### config.mk
export PLATFORM = sky130hd
export DESIGN_NAME = spi_master_core_flat
export DESIGN_NICKNAME = d
export VERILOG_FILES = /design/src/rtl/spi_pkg.sv /design/src/rtl/spi_master_core_if.sv /design/src/rtl/spi_sclk_gen.sv /design/src/rtl/spi_master_core.sv /design/src/flat_wrapper.sv
export SDC_FILE = /design/constraint.sdc
export NUM_CORES = 1
export LEC_CHECK = 0
export ABC_AREA = 0
export CAP_MARGIN = 20
export CORE_MARGIN = 3
export CORE_UTILIZATION = 35
export CTS_CLUSTER_DIAMETER = 150
export DETAILED_ROUTE_END_ITERATION = 12
export SLEW_MARGIN = 20
export SYNTH_ARGS = -nofsm -noshare
export SYNTH_HDL_FRONTEND = slang
export SYNTH_SLANG_ARGS = --single-unit
### constraint.sdc
create_clock -name clk -period 3.25 [get_ports clk]
set_input_delay 0.65 -clock clk [delete_from_list [all_inputs] [get_ports clk]]
set_output_delay 0.65 -clock clk [all_outputs]
set_load 0.02 [all_outputs]
### src/rtl/spi_pkg.sv
`default_nettype none
// +--------------------------------------------------------------------------+
// | spi_pkg : state encoding, SPI mode constants and width helpers           |
// | Revision: 1.0                                                            |
// +--------------------------------------------------------------------------+
package spi_pkg;

  typedef enum logic [1:0] {
    ST_IDLE  = 2'd0,
    ST_SETUP = 2'd1,
    ST_SHIFT = 2'd2,
    ST_HOLD  = 2'd3
  } spi_state_e;

  localparam bit CPOL_IDLE_LOW     = 1'b0;
  localparam bit CPOL_IDLE_HIGH    = 1'b1;
  localparam bit CPHA_SAMPLE_LEAD  = 1'b0;
  localparam bit CPHA_SAMPLE_TRAIL = 1'b1;

  // Toggle counter must hold 0..2*DATA_W inclusive.
  function automatic int tog_width(input int data_w);
    return $clog2(2 * data_w + 1);
  endfunction

  function automatic int cnt_width(input int clk_div);
    return (clk_div > 2) ? $clog2(clk_div) : 1;
  endfunction

endpackage
`default_nettype wire

### src/rtl/spi_master_core_if.sv
`default_nettype none
// +--------------------------------------------------------------------------+
// | spi_master_core_if : word handshake between upstream logic and the core  |
// | Revision: 1.0                                                            |
// +--------------------------------------------------------------------------+
interface spi_master_core_if #(
  parameter int DATA_W = 8
) ();

  logic [DATA_W-1:0] tx_data;
  logic              tx_valid;
  logic              tx_ready;
  logic [DATA_W-1:0] rx_data;
  logic              rx_valid;
  logic              busy;

  modport master (
    output tx_data,
    output tx_valid,
    input  tx_ready,
    input  rx_data,
    input  rx_valid,
    input  busy
  );

  modport slave (
    input  tx_data,
    input  tx_valid,
    output tx_ready,
    output rx_data,
    output rx_valid,
    output busy
  );

endinterface
`default_nettype wire

### src/rtl/spi_sclk_gen.sv
`default_nettype none
// +--------------------------------------------------------------------------+
// | spi_sclk_gen : half-period counter, toggle counter and sclk register     |
// | Revision: 1.0                                                            |
// +--------------------------------------------------------------------------+
module spi_sclk_gen
  import spi_pkg::*;
#(
  parameter int DATA_W  = 8,
  parameter int CLK_DIV = 4,
  parameter bit CPOL    = CPOL_IDLE_LOW
) (
  input  logic                         clk,
  input  logic                         rst_n,
  input  logic                         run_i,
  input  logic                         toggle_en_i,
  output logic                         sclk_o,
  output logic                         lead_pulse_o,
  output logic                         trail_pulse_o,
  output logic [tog_width(DATA_W)-1:0] toggle_idx_o,
  output logic                         last_toggle_o,
  output logic                         half_wrap_o
);

  localparam int                CNT_W    = cnt_width(CLK_DIV);
  localparam int                TOG_W    = tog_width(DATA_W);
  localparam logic [CNT_W-1:0]  CNT_MAX  = CNT_W'(CLK_DIV - 1);
  localparam logic [TOG_W-1:0]  TOG_LAST = TOG_W'(2 * DATA_W);

  logic [CNT_W-1:0] cnt_q;
  logic [TOG_W-1:0] tog_q;
  logic             sclk_q;
  logic             toggle;

  // Pulses are combinational so the core acts on the same edge that toggles sclk.
  always_comb begin
    half_wrap_o   = run_i && (cnt_q == CNT_MAX);
    toggle        = half_wrap_o && toggle_en_i;
    toggle_idx_o  = tog_q + TOG_W'(1);
    lead_pulse_o  = toggle && toggle_idx_o[0];
    trail_pulse_o = toggle && !toggle_idx_o[0];
    last_toggle_o = toggle && (toggle_idx_o == TOG_LAST);
  end

  always_ff @(posedge clk or negedge rst_n) begin
    if (!rst_n) begin
      cnt_q  <= '0;
      tog_q  <= '0;
      sclk_q <= CPOL;
    end else if (!run_i) begin
      cnt_q  <= '0;
      tog_q  <= '0;
      sclk_q <= CPOL;
    end else begin
      cnt_q <= half_wrap_o ? '0 : cnt_q + CNT_W'(1);
      if (toggle) begin
        sclk_q <= ~sclk_q;
        tog_q  <= toggle_idx_o;
      end
    end
  end

  assign sclk_o = sclk_q;

endmodule
`default_nettype wire

### src/rtl/spi_master_core.sv
`default_nettype none
// +--------------------------------------------------------------------------+
// | spi_master_core : byte SPI master; build macro SPI_MASTER_LOOPBACK_EN    |
// | Revision: 1.0                                                            |
// +--------------------------------------------------------------------------+
module spi_master_core
  import spi_pkg::*;
#(
  parameter int DATA_W  = 8,
  parameter int CLK_DIV = 4,
  parameter bit CPOL    = CPOL_IDLE_LOW,
  parameter bit CPHA    = CPHA_SAMPLE_LEAD
) (
  input  logic             clk,
  input  logic             rst_n,
  spi_master_core_if.slave bus,
  output logic             sclk,
  output logic             mosi,
  input  logic             miso,
  output logic             cs_n
);

  localparam int TOG_W = tog_width(DATA_W);

  spi_state_e        state_q;
  logic [DATA_W-1:0] tx_sh_q;
  logic [DATA_W-1:0] tx_sh_d;
  logic [DATA_W-1:0] rx_sh_q;
  logic [DATA_W-1:0] rx_sh_d;
  logic [DATA_W-1:0] rx_data_q;
  logic              rx_valid_q;
  logic              mosi_q;
  logic              cs_n_q;

  logic              miso_int;
  logic              lead_pulse;
  logic              trail_pulse;
  logic              last_toggle;
  logic              half_wrap;
  logic              sample_en;
  logic              shift_en;
  logic [TOG_W-1:0]  toggle_idx;

`ifdef SPI_MASTER_LOOPBACK_EN
  // External pin is intentionally disconnected in the loopback build.
  assign miso_int = mosi_q;
`else
  assign miso_int = miso;
`endif

  spi_sclk_gen #(
    .DATA_W  (DATA_W),
    .CLK_DIV (CLK_DIV),
    .CPOL    (CPOL)
  ) u_sclk_gen (
    .clk           (clk),
    .rst_n         (rst_n),
    .run_i         (state_q != ST_IDLE),
    .toggle_en_i   ((state_q == ST_SETUP) || (state_q == ST_SHIFT)),
    .sclk_o        (sclk),
    .lead_pulse_o  (lead_pulse),
    .trail_pulse_o (trail_pulse),
    .toggle_idx_o  (toggle_idx),
    .last_toggle_o (last_toggle),
    .half_wrap_o   (half_wrap)
  );

  // The first bit is already on mosi at accept, so the first shift edge is skipped.
  generate
    if (CPHA == CPHA_SAMPLE_TRAIL) begin : g_cpha1
      assign sample_en = trail_pulse;
      assign shift_en  = lead_pulse && (toggle_idx != TOG_W'(1));
    end else begin : g_cpha0
      assign sample_en = lead_pulse;
      assign shift_en  = trail_pulse && (toggle_idx != TOG_W'(2 * DATA_W));
    end
  endgenerate

  always_comb begin
    tx_sh_d = {tx_sh_q[DATA_W-2:0], 1'b0};
    rx_sh_d = {rx_sh_q[DATA_W-2:0], miso_int};
  end

  always_ff @(posedge clk or negedge rst_n) begin
    if (!rst_n) begin
      state_q    <= ST_IDLE;
      tx_sh_q    <= '0;
      rx_sh_q    <= '0;
      rx_data_q  <= '0;
      rx_valid_q <= 1'b0;
      mosi_q     <= 1'b0;
      cs_n_q     <= 1'b1;
    end else begin
      rx_valid_q <= 1'b0;
      case (state_q)
        ST_IDLE: begin
          if (bus.tx_valid) begin
            tx_sh_q <= bus.tx_data;
            rx_sh_q <= '0;
            mosi_q  <= bus.tx_data[DATA_W-1];
            cs_n_q  <= 1'b0;
            state_q <= ST_SETUP;
          end
        end
        ST_SETUP, ST_SHIFT: begin
          if (sample_en) begin
            rx_sh_q <= rx_sh_d;
          end
          if (shift_en) begin
            tx_sh_q <= tx_sh_d;
            mosi_q  <= tx_sh_d[DATA_W-1];
          end
          if ((state_q == ST_SETUP) && lead_pulse) begin
            state_q <= ST_SHIFT;
          end
          if (last_toggle) begin
            state_q <= ST_HOLD;
          end
        end
        ST_HOLD: begin
          if (half_wrap) begin
            cs_n_q     <= 1'b1;
            mosi_q     <= 1'b0;
            rx_data_q  <= rx_sh_q;
            rx_valid_q <= 1'b1;
            state_q    <= ST_IDLE;
          end
        end
        default: state_q <= ST_IDLE;
      endcase
    end
  end

  assign bus.tx_ready = (state_q == ST_IDLE);
  assign bus.busy     = (state_q != ST_IDLE);
  assign bus.rx_data  = rx_data_q;
  assign bus.rx_valid = rx_valid_q;
  assign mosi         = mosi_q;
  assign cs_n         = cs_n_q;

endmodule
`default_nettype wire

### src/flat_wrapper.sv
// flat-port wrapper written by rule: the top's interface ports become plain ports
module spi_master_core_flat import spi_pkg::*;
#(
  parameter int DATA_W  = 8,
  parameter int CLK_DIV = 4,
  parameter bit CPOL    = CPOL_IDLE_LOW,
  parameter bit CPHA    = CPHA_SAMPLE_LEAD
)
  (clk, rst_n, sclk, mosi, miso, cs_n, bus_tx_data, bus_tx_valid, bus_tx_ready, bus_rx_data, bus_rx_valid, bus_busy);
  spi_master_core_if #(.DATA_W(DATA_W)) bus_i ();
  input  logic clk;
  input  logic rst_n;
  output logic sclk;
  output logic mosi;
  input  logic miso;
  output logic cs_n;
  input wire logic [$bits(bus_i.tx_data)-1:0] bus_tx_data;
  input wire logic [$bits(bus_i.tx_valid)-1:0] bus_tx_valid;
  output wire logic [$bits(bus_i.tx_ready)-1:0] bus_tx_ready;
  output wire logic [$bits(bus_i.rx_data)-1:0] bus_rx_data;
  output wire logic [$bits(bus_i.rx_valid)-1:0] bus_rx_valid;
  output wire logic [$bits(bus_i.busy)-1:0] bus_busy;
  assign bus_i.tx_data = bus_tx_data;
  assign bus_i.tx_valid = bus_tx_valid;
  assign bus_tx_ready = bus_i.tx_ready;
  assign bus_rx_data = bus_i.rx_data;
  assign bus_rx_valid = bus_i.rx_valid;
  assign bus_busy = bus_i.busy;
  spi_master_core #(.DATA_W(DATA_W), .CLK_DIV(CLK_DIV), .CPOL(CPOL), .CPHA(CPHA)) u_core (.clk(clk), .rst_n(rst_n), .bus(bus_i), .sclk(sclk), .mosi(mosi), .miso(miso), .cs_n(cs_n));
endmodule
Yosys cells after proc, flatten, opt, wreduce, memory -nomap -nowiden
Index checks and enable logic that the tools add are counted.
{"block": "totals", "reg_bits": 36, "inputBits": 12}
{"block": "op_classes", "add_sub_neg": 2, "eq_ne": 12, "mux": 26, "bitwise_logic": 1, "reduce_logical": 20}
{"op": "two-way mux 8 bit", "n": 2}
{"op": "one-hot mux 8 bit (2 select lines)", "n": 1}
{"op": "AND reduction 3 bit", "n": 5}
{"op": "two-way mux 7 bit", "n": 2}
{"op": "one-hot mux 7 bit (2 select lines)", "n": 1}
{"op": "two-way mux 2 bit", "n": 6}
{"op": "two-way mux 5 bit", "n": 2}
{"op": "two-way mux 1 bit", "n": 9}
{"op": "logical AND 1 bit", "n": 7}
{"op": "== test 2 bit (second input constant)", "n": 3}
{"op": "inequality test 2 x 1 -> 1 bit (second input constant)", "n": 3}
{"op": "one-hot mux 2 bit (3 select lines)", "n": 1}
{"op": "nonzero test 2 bit", "n": 3}
{"op": "adder 5 x 1 -> 5 bit (second input constant)", "n": 1}
{"op": "== test 5 bit (second input constant)", "n": 1}
{"op": "inequality test 5 bit (second input constant)", "n": 1}
{"op": "inequality test 2 bit (second input constant)", "n": 2}
{"op": "inequality test 3 x 1 -> 1 bit (second input constant)", "n": 1}
{"op": "one-hot mux 1 bit (3 select lines)", "n": 1}
{"op": "adder 2 x 1 -> 2 bit (second input constant)", "n": 1}
{"op": "== test 2 x 1 -> 1 bit (second input constant)", "n": 1}
{"op": "zero test 2 bit", "n": 1}
{"op": "one-hot mux 1 bit (2 select lines)", "n": 1}
{"op": "AND reduction 2 bit", "n": 1}
{"op": "4 further kinds", "n": 4}

Depth between registers and ports, before layout
Gate-level depths: netlist (run 1).
{"block": "depth", "depth_word": 8, "ltp_mapped": 8, "ltp_nobuf": 7}

Cells and area by module
A second synthesis (run 1) with hierarchy kept.
{"block": "hier_totals", "hier_cells": 172, "hier_area_um2": 1741.7}
{"module": "spi_master_core", "n_inst": 1, "cells_per_inst": 130, "area_per_inst_um2": 1291.2}
{"module": "spi_sclk_gen", "n_inst": 1, "cells_per_inst": 42, "area_per_inst_um2": 450.4}

Least setup slack after synthesis (run 1)
No wires, ideal clock.
{"block": "synth_timing", "path_kind": "register to register", "startpoint": "register u_core.state_q[0]", "endpoint": "register u_core.tx_sh_q[1]", "setup_time_ns": 0.125, "arrival_time_ns": 1.906, "t_required_ns": 3.125, "path_slack_ns": 1.220, "path_stages_with_launch": 8, "n_path_buf": 0, "period_less_slack_ns": 2.030, "cell_sequence": "dfrtp_1 inv_1 ha_1 and2_4 a32oi_1 o21ai_2 nor3_4 mux2_2"}
{"block": "synth_between", "elab_chain_len": 7, "elab_cells_between_ends": 15, "classes_between": "eq/ne: 4; mux: 1; reduce/logical: 10"}
{"element": "start: declaration", "line": "spi_master_core.sv:25", "rtl": "spi_state_e state_q;"}
{"element": "start signal: assignment", "line": "spi_master_core.sv:86", "rtl": "state_q <= ST_IDLE;"}
{"element": "start signal: assignment", "line": "spi_master_core.sv:102", "rtl": "state_q <= ST_SETUP;"}
{"element": "start signal: assignment", "line": "spi_master_core.sv:114", "rtl": "state_q <= ST_SHIFT;"}
{"element": "== test 2 x 1 -> 1 bit, or another cell as far along", "line": "spi_master_core.sv:59, spi_master_core.sv:95"}
{"element": "logical OR 1 bit / logical AND 1 bit (equally long branches)", "line": "spi_master_core.sv:59, spi_sclk_gen.sv:37"}
{"element": "logical AND 1 bit", "line": "spi_sclk_gen.sv:38", "rtl": "toggle = half_wrap_o && toggle_en_i;"}
{"element": "logical AND 1 bit", "line": "spi_sclk_gen.sv:41", "rtl": "trail_pulse_o = toggle && !toggle_idx_o[0];"}
{"element": "logical AND 1 bit", "line": "spi_master_core.sv:75", "rtl": "assign shift_en = trail_pulse && (toggle_idx != TOG_W'(2 * DATA_W));"}
{"element": "inequality test 2 x 1 -> 1 bit (no source line)"}
{"element": "AND reduction 3 bit (no source line)"}
{"element": "end signal: assignment", "line": "spi_master_core.sv:98", "rtl": "tx_sh_q <= bus.tx_data;"}
{"element": "end signal: assignment", "line": "spi_master_core.sv:110", "rtl": "tx_sh_q <= tx_sh_d;"}
{"element": "end: declaration", "line": "spi_master_core.sv:26", "rtl": "logic [DATA_W-1:0] tx_sh_q;"}
Several ways; a longest one is shown, not always the timed one.
A chain may end at the register's enable or synchronous reset.

Worst setup path after layout (run 1)
{"block": "layout_timing", "startpoint": "register u_core.state_q[0]", "endpoint": "output bus_busy"}
{"block": "layout_between", "elab_chain_len": 1}
{"element": "nonzero test 2 bit", "line": "spi_master_core.sv:135", "rtl": "assign bus.busy = (state_q != ST_IDLE);"}
{"element": "end: declaration", "line": "flat_wrapper.sv:22", "rtl": "output wire logic [$bits(bus_i.busy)-1:0] bus_busy;"}
Every way passes these cells.

==> run_summary.xml, run 1 <==
<?xml version="1.0" encoding="UTF-8"?>
<metrics>
  <group name="placement">
    <metric name="detailedPlacementHpwl" unit="mm">2.43</metric>
    <metric name="globalplace.congestion" unit="">0.841</metric>
    <metric name="place_area" unit="mm²">0.00206</metric>
    <metric name="dp_slack" unit="ns">0.821</metric>
    <metric name="numPlacedInstances" unit="">255</metric>
    <metric name="portBuffers" unit="">25</metric>
  </group>
  <group name="critical_path">
    <metric name="required" unit="ns">2.60</metric>
    <metric name="r2r_cells" unit="">7</metric>
    <metric name="critical_path.reg2reg.startpoint" unit="">u_core.state_q[0]$_DFFE_PN0P_</metric>
    <metric name="start_kind" unit="">register</metric>
    <metric name="critical_path_s_top_delay_family" unit="">buffers and inverters</metric>
    <metric name="cp-end-kind" unit="">primary output</metric>
    <metric name="worst-endpoint-arrival" unit="ns">2.10</metric>
    <metric name="timing.critical_path.fanout_max" unit="">16</metric>
    <metric name="critical_path.cell_chain" unit="">inv_1 &gt; ha_1 &gt; inv_1 &gt; clkdlybuf4s50_1</metric>
    <metric name="worst-setup-path-type" unit="">reg2out</metric>
    <metric name="cp_slowest_cell" unit="">sky130_fd_sc_hd__clkdlybuf4s50_1</metric>
    <metric name="r2r-end" unit="">u_core.tx_sh_q[2]$_DFFE_PN0P_</metric>
    <metric name="critical_path.most_common_cell" unit="">sky130_fd_sc_hd__inv_1</metric>
    <metric name="slowest_stage_delay_cp" unit="ns">0.57</metric>
    <metric name="buf_inv_stages_crit_path" unit="">3</metric>
    <metric name="worst-r2r-setup-slack" unit="ns">0.88</metric>
  </group>
  <group name="clocking">
    <metric name="cts_resized" unit="">0</metric>
    <metric name="clock_sinks" unit="">36</metric>
    <metric name="htreeDepth" unit="">2</metric>
    <metric name="ctsRootBufferMaster" unit="">sky130_fd_sc_hd__clkbuf_8</metric>
    <metric name="cts_inserted_buffers" unit="">5</metric>
    <metric name="hold_bufs_at_cts" unit="">0</metric>
    <metric name="cts.clk_slew.worst_paths" unit="ns">0.07</metric>
    <metric name="cts_post_setup_buffers_inserted" unit="">0</metric>
    <metric name="clk-insertion-delay-late" unit="ns">0.29</metric>
    <metric name="cts-root-to-sink-buffers" unit="">2</metric>
    <metric name="tritoncts" unit="">done</metric>
  </group>
  <group name="drt">
    <metric name="drt_iter0_drc" unit="">86</metric>
    <metric name="detail_route.vias_per_cell" unit="">4.83</metric>
    <metric name="final_routed_drc_violation_total" unit="">0</metric>
    <metric name="dr_total_vias" unit="">1271</metric>
    <metric name="avgRoutedWirePerCell" unit="µm">13.6</metric>
    <metric name="detail-route-antenna-nets" unit="">0</metric>
    <metric name="drt_wl_total" unit="mm">3.58</metric>
    <metric name="drt_pass1_iterations" unit="">6</metric>
  </group>
  <group name="synth">
    <metric name="mappedNetlistArea" unit="mm²">0.00173</metric>
    <metric name="synth_enable_flop_cells" unit="">0</metric>
    <metric name="ys_ff_latch" unit="">36</metric>
    <metric name="synth.lib_cells_used.distinct" unit="">33</metric>
    <metric name="yosysWarnings" unit="">0</metric>
    <metric name="synthCells" unit="">168</metric>
    <metric name="mappedNetlistNets" unit="">188</metric>
    <metric name="post_synthesis_mean_instance_area" unit="µm²">10.3</metric>
    <metric name="post_synth_top_flop" unit="">sky130_fd_sc_hd__dfrtp_1</metric>
    <metric name="synth-async-reset-ratio" unit="">1.00</metric>
    <metric name="ys_seq_area_frac" unit="">0.521</metric>
  </group>
  <group name="worst_hold_path">
    <metric name="hold_path.class" unit="">reg2reg</metric>
    <metric name="whs_path_depth" unit="">1</metric>
    <metric name="min_to" unit="">u_core.u_sclk_gen.cnt_q[0]$_DFF_PN0_</metric>
    <metric name="worst_hold_startpoint" unit="">u_core.u_sclk_gen.cnt_q[0]$_DFF_PN0_</metric>
  </group>
  <group name="timing">
    <metric name="worst_setup_skew_after_layout" unit="ns">0.00572</metric>
    <metric name="timing.max_slew.rel_slack" unit="">0.637</metric>
    <metric name="setup_viol" unit="">0</metric>
    <metric name="max_freq" unit="GHz">0.364</metric>
    <metric name="tightest_slew" unit="ns">0.544</metric>
    <metric name="period_minus_slack" unit="ns">2.75</metric>
    <metric name="final_critical_path_setup_slack" unit="ns">0.503</metric>
    <metric name="setup_total_negative_slack" unit="ns">0</metric>
    <metric name="timing.final.crit_share" unit="">0.845</metric>
    <metric name="rsz_0062_raised_after_global_routing" unit="">false</metric>
    <metric name="finalHoldViolCount" unit="">0</metric>
    <metric name="hold_ws" unit="ns">0.442</metric>
    <metric name="drv_slew" unit="">0</metric>
  </group>
  <group name="finish">
    <metric name="antenna-diode-count" unit="">0</metric>
    <metric name="utilization" unit="">0.479</metric>
    <metric name="layoutNonFillerInstCount" unit="">263</metric>
    <metric name="area_growth_syn_to_layout" unit="%">26.3</metric>
    <metric name="final_cell_mix" unit="">sky130_fd_sc_hd__dfrtp_1, sky130_fd_sc_hd__clkdlybuf4s50_1, sky130_fd_sc_hd__o21ai_0</metric>
    <metric name="drive_gt1_frac" unit="">0.141</metric>
    <metric name="final_common_cell" unit="">sky130_fd_sc_hd__dfrtp_1</metric>
    <metric name="nets" unit="">217</metric>
    <metric name="filler_cell_count" unit="">440</metric>
    <metric name="seq_area" unit="µm²">902</metric>
    <metric name="multi_input_area" unit="µm²">757</metric>
    <metric name="post-route-cell-area" unit="mm²">0.00219</metric>
  </group>
  <group name="power_and_ir_drop">
    <metric name="worst_ir_drop_vdd" unit="µV">328</metric>
    <metric name="powerDensity" unit="mW/mm²">419</metric>
    <metric name="p_leak" unit="nW">0.972</metric>
    <metric name="total_power" unit="µW">917</metric>
  </group>
  <group name="die">
    <metric name="floorplan.io_pins" unit="">26</metric>
    <metric name="die_h" unit="µm">76.4</metric>
    <metric name="core" unit="mm²">0.00456</metric>
    <metric name="dieWidth" unit="µm">76.4</metric>
    <metric name="floorplan.initialDensity" unit="">0.380</metric>
    <metric name="die-area" unit="mm²">0.00583</metric>
    <metric name="num_rows" unit="">24</metric>
  </group>
  <group name="run">
    <metric name="cap_violations" unit="">0</metric>
  </group>
  <group name="run_status">
    <metric name="outcome" unit="">complete, no violations</metric>
  </group>
  <group name="global_routing">
    <metric name="grt_first_pass_wirelength" unit="mm">6.23</metric>
    <metric name="globalRouteOverflowTotal" unit="">0</metric>
    <metric name="antenna_violations_before_repair" unit="">0</metric>
    <metric name="first_global_vias" unit="">1358</metric>
    <metric name="grt_max_degree" unit="">37</metric>
    <metric name="grtUsageTotal" unit="">0.134</metric>
  </group>
</metrics>
-- report_power, final --
| part | leakage (nW) | internal [mW] | switching (mW) |
|---|---|---|---|
| Clock | 0.0645 | 0.271 | 0.162 |
| Combinational | 0.442 | 0.0154 | 0.0146 |
| Sequential | 0.465 | 0.452 | 0.00247 |
| Total | 0.972 | 0.738 | 0.179 |
-- cells in the mapped netlist, drive strengths merged (2+ instances only) --
| library cell | count | area (µm²) |
|---|---|---|
| dfrtp | 35 | 876 |
| nand3b | 2 | 15.0 |
| xnor2 | 2 | 17.5 |
| nand4 | 4 | 25.0 |
| clkbuf | 4 | 15.0 |
| nor2 | 12 | 45.0 |
| nand3 | 9 | 45.0 |
| mux2 | 13 | 146 |
| buf | 2 | 10.0 |
| o21ai | 22 | 114 |
| a21oi | 6 | 30.0 |
| and2 | 2 | 15.0 |
| nor3 | 2 | 21.3 |
| inv | 13 | 48.8 |
| ha | 8 | 100 |
| nand2 | 15 | 56.3 |
| nand2b | 2 | 12.5 |
| xor2 | 3 | 26.3 |
| nor2b | 2 | 12.5 |
-- worst register-to-register path, cell delays in order (launching register included) --
cell	delay, ns
sky130_fd_sc_hd__dfrtp_1	0.38
sky130_fd_sc_hd__inv_1	0.10
sky130_fd_sc_hd__ha_1	0.46
sky130_fd_sc_hd__buf_4	0.26
sky130_fd_sc_hd__a32oi_1	0.20
sky130_fd_sc_hd__o21ai_2	0.13
sky130_fd_sc_hd__nor3_4	0.35
sky130_fd_sc_hd__mux2_2	0.38
-- layer usage --
layer	routed length, µm	share of wire	global-route usage	up-vias
met2	1680	0.47	0.214	32
met1	1660	0.46	0.161	606
met3	171	0.048	0.0366	6
met5	0	0	0	-
li1	-	-	-	627
met4	64	0.018	0.0761	0
-- kinds of logic (layout without fill, tap and decap cells) --
logic type	count (synthesis)	after routing	share of synthesized area
AND/OR/NAND/NOR	53	53	0.157
flip-flops	36	36	0.521
AO/OA/AOI/OAI	33	33	0.107
buffers and inverters	19	49	0.0426
multiplexers	14	14	0.0903
adder cells (fa/ha/maj)	8	8	0.0578
XOR/XNOR	5	5	0.0253
-- registers in the layout, summed over array words and instances (netlist names) --
register                  flops
u_core.u_sclk_gen.cnt_q       2
u_core.rx_sh_q                8
u_core.u_sclk_gen.sclk_o      1
u_core.state_q                2
u_core.mosi                   1
u_core.bus.rx_data            8
u_core.tx_sh_q                7
u_core.bus.rx_valid           1
u_core.cs_n                   1
u_core.u_sclk_gen.tog_q       5
-- final cells by class --
type | count | share of cell area
inverters | 13 | 0.0223
repair buffers | 28 | 0.125
clock inverters | 1 | 0.0137
multi-input cells | 113 | 0.346
well taps | 65 | 0.0372
flip-flops and latches | 36 | 0.412
clock buffers | 7 | 0.0440
-- worst max-delay path by stage --
stage,startpoint,end,cells after the start
floorplan,u_core.state_q[0]$_DFFE_PN0P_,u_core.tx_sh_q[1]$_DFFE_PN0P_,7
global placement,u_core.state_q[0]$_DFFE_PN0P_,bus_busy,4
detailed placement,u_core.state_q[0]$_DFFE_PN0P_,bus_busy,4
CTS,u_core.state_q[0]$_DFFE_PN0P_,bus_busy,4
global route,u_core.state_q[0]$_DFFE_PN0P_,bus_busy,4
finish,u_core.state_q[0]$_DFFE_PN0P_,bus_busy,4
Power figures use the tool's default switching activity.
==> run 2: changes to the inputs <==
==> constraint.sdc (replaced) <==
create_clock -name clk -period 2.68 [get_ports clk]
set_input_delay 0.536 -clock clk [delete_from_list [all_inputs] [get_ports clk]]
set_output_delay 0.536 -clock clk [all_outputs]
set_load 0.02 [all_outputs]
==> run 2 against run 1 <==
  * Sequential share of layout area grew 0.095 points
  * Largest cell class unchanged
  * Non-clock buffer count decreased by 1
  * Hold slack improved by 0.025 ns
  * Largest power group unchanged
  * Via count rose by 1.3%
==> run_summary.xml, run 2 (synthesis gave the netlist of run 1 again) <==
<?xml version="1.0" encoding="UTF-8"?>
<metrics>
  <group name="clocking">
    <metric name="cts-root-to-sink-buffers" unit="">2</metric>
    <metric name="clk-insertion-delay-late" unit="ns">0.28</metric>
    <metric name="htreeDepth" unit="">2</metric>
    <metric name="ctsRootBufferMaster" unit="">sky130_fd_sc_hd__clkbuf_8</metric>
    <metric name="cts.clk_slew.worst_paths" unit="ns">0.07</metric>
    <metric name="cts_post_setup_buffers_inserted" unit="">0</metric>
    <metric name="clock_sinks" unit="">36</metric>
    <metric name="cts_inserted_buffers" unit="">5</metric>
    <metric name="tritoncts" unit="">done</metric>
  </group>
  <group name="global_routing">
    <metric name="globalRouteOverflowTotal" unit="">0</metric>
    <metric name="grtUsageTotal" unit="">0.132</metric>
    <metric name="grt_first_pass_wirelength" unit="mm">6.24</metric>
    <metric name="grt_max_degree" unit="">37</metric>
    <metric name="first_global_vias" unit="">1384</metric>
    <metric name="antenna_violations_before_repair" unit="">0</metric>
  </group>
  <group name="drt">
    <metric name="drt_iter0_drc" unit="">79</metric>
    <metric name="drt_wl_total" unit="mm">3.45</metric>
    <metric name="detail-route-antenna-nets" unit="">0</metric>
    <metric name="avgRoutedWirePerCell" unit="µm">13.2</metric>
    <metric name="dr_total_vias" unit="">1288</metric>
    <metric name="drt_pass1_iterations" unit="">4</metric>
    <metric name="final_routed_drc_violation_total" unit="">0</metric>
    <metric name="detail_route.vias_per_cell" unit="">4.92</metric>
  </group>
  <group name="timing">
    <metric name="period_minus_slack" unit="ns">2.44</metric>
    <metric name="tightest_slew" unit="ns">0.887</metric>
    <metric name="max_freq" unit="GHz">0.411</metric>
    <metric name="timing.final.crit_share" unit="">0.909</metric>
    <metric name="setup_viol" unit="">0</metric>
    <metric name="hold_ws" unit="ns">0.467</metric>
    <metric name="rsz_0062_raised_after_global_routing" unit="">false</metric>
    <metric name="timing.max_slew.rel_slack" unit="">0.405</metric>
    <metric name="finalHoldViolCount" unit="">0</metric>
    <metric name="drv_slew" unit="">0</metric>
    <metric name="setup_total_negative_slack" unit="ns">0</metric>
    <metric name="worst_setup_skew_after_layout" unit="ns">0.00452</metric>
  </group>
  <group name="finish">
    <metric name="layoutNonFillerInstCount" unit="">262</metric>
    <metric name="antenna-diode-count" unit="">0</metric>
    <metric name="filler_cell_count" unit="">453</metric>
    <metric name="multi_input_area" unit="µm²">759</metric>
    <metric name="final_common_cell" unit="">sky130_fd_sc_hd__dfrtp_1</metric>
    <metric name="area_growth_syn_to_layout" unit="%">26.0</metric>
    <metric name="drive_gt1_frac" unit="">0.142</metric>
    <metric name="nets" unit="">216</metric>
    <metric name="final_cell_mix" unit="">sky130_fd_sc_hd__dfrtp_1, sky130_fd_sc_hd__clkdlybuf4s50_1, sky130_fd_sc_hd__o21ai_0</metric>
    <metric name="seq_area" unit="µm²">902</metric>
  </group>
  <group name="power_and_ir_drop">
    <metric name="p_leak" unit="nW">0.965</metric>
    <metric name="power.internal" unit="µW">895</metric>
    <metric name="power_switching" unit="µW">207</metric>
    <metric name="comb_power_frac" unit="">0.033</metric>
    <metric name="p_seq_frac" unit="">0.500</metric>
    <metric name="worst_ir_drop_vdd" unit="µV">287</metric>
    <metric name="clock_power_share" unit="">0.467</metric>
    <metric name="power.share.switching" unit="">0.188</metric>
    <metric name="powerDensity" unit="mW/mm²">505</metric>
  </group>
  <group name="critical_path">
    <metric name="start_kind" unit="">register</metric>
    <metric name="worst-endpoint-arrival" unit="ns">1.90</metric>
    <metric name="cp-end-kind" unit="">primary output</metric>
    <metric name="required" unit="ns">2.14</metric>
    <metric name="timing.critical_path.fanout_max" unit="">16</metric>
    <metric name="worst-setup-path-type" unit="">reg2out</metric>
  </group>
  <group name="placement">
    <metric name="portBuffers" unit="">25</metric>
    <metric name="globalplace.congestion" unit="">0.827</metric>
    <metric name="detailedPlacementHpwl" unit="mm">2.44</metric>
    <metric name="numPlacedInstances" unit="">254</metric>
  </group>
  <group name="die">
    <metric name="num_rows" unit="">24</metric>
    <metric name="die-area" unit="mm²">0.00583</metric>
    <metric name="floorplan.initialDensity" unit="">0.380</metric>
    <metric name="dieWidth" unit="µm">76.4</metric>
    <metric name="die_h" unit="µm">76.4</metric>
    <metric name="core" unit="mm²">0.00456</metric>
    <metric name="floorplan.io_pins" unit="">26</metric>
  </group>
  <group name="run_status">
    <metric name="outcome" unit="">complete, no violations</metric>
  </group>
  <group name="worst_hold_path">
    <metric name="hold_path.class" unit="">reg2reg</metric>
  </group>
  <group name="run">
    <metric name="cap_violations" unit="">0</metric>
  </group>
</metrics>
-- run 2: worst max-delay path, stage by stage, from the launching register on --
cell and delay, ns:
sky130_fd_sc_hd__dfrtp_1 0.40, sky130_fd_sc_hd__inv_1 0.14, sky130_fd_sc_hd__ha_2 0.38, sky130_fd_sc_hd__inv_1 0.13, sky130_fd_sc_hd__clkdlybuf4s50_1 0.56
-- run 2: area by class of cell --
class,count,area share
repair buffers,27,0.121
inverters,13,0.0223
clock inverters,1,0.0138
flip-flops and latches,36,0.413
clock buffers,7,0.0441
well taps,65,0.0372
multi-input cells,113,0.348
-- run 2: path summary, 6_finish.rpt --
path / start / to / slack, ns / cells after the start
max: u_core.state_q[0]$_DFFE_PN0P_ / bus_busy / 0.24 / 4
min: u_core.u_sclk_gen.cnt_q[0]$_DFF_PN0_ / u_core.u_sclk_gen.cnt_q[0]$_DFF_PN0_ / 0.47 / 1
max reg2reg: u_core.state_q[0]$_DFFE_PN0P_ / u_core.tx_sh_q[3]$_DFFE_PN0P_ / 0.40 / 7
min reg2reg: u_core.u_sclk_gen.cnt_q[0]$_DFF_PN0_ / u_core.u_sclk_gen.cnt_q[0]$_DFF_PN0_ / 0.47 / 1
max in group asynchronous: rst_n / u_core.cs_n$_DFFE_PN1P_ / 1.68 / 2
min in group asynchronous: rst_n / u_core.u_sclk_gen.cnt_q[1]$_DFF_PN0_ / 0.67 / 2
-- run 2: metal layers --
metal / wire (µm) / global-route usage / share of wire / up-vias
li1: - / - / - / 623
met2: 1650 / 0.210 / 0.48 / 42
met1: 1530 / 0.166 / 0.44 / 616
met3: 218 / 0.0402 / 0.063 / 7
met5: 0 / 0 / 0 / -
met4: 55 / 0.0580 / 0.016 / 0
-- run 2: metrics by stage --
stage / setup WS (ns) / util / cell area, µm² / total power, mW
2_1_floorplan: 0.650 / - / 1730 / 0.567
3_3_place_gp: 0.459 / 0.450 / 2050 / 0.599
3_5_place_dp: 0.376 / 0.450 / 2050 / 0.599
4_1_cts: 0.0549 / 0.478 / 2180 / 1.12
5_1_grt: 0.128 / 0.478 / 2180 / 1.15
6_report: 0.244 / 0.478 / 2180 / 1.10
-- run 2: power by group through the flow --
stage               Sequential [mW]  Clock (mW)  Combinational, mW
floorplan                     0.562           0            0.00516
global placement              0.562           0             0.0369
detailed placement            0.562           0             0.0376
CTS                           0.551       0.528             0.0378
global route                  0.552       0.553             0.0411
finish                        0.552       0.515             0.0363
-- run 2: timing repair --
action                     in CTS  in global routing
hold buffers                    0                  0
resized for setup               0                  1
setup endpoints to repair       0                  2
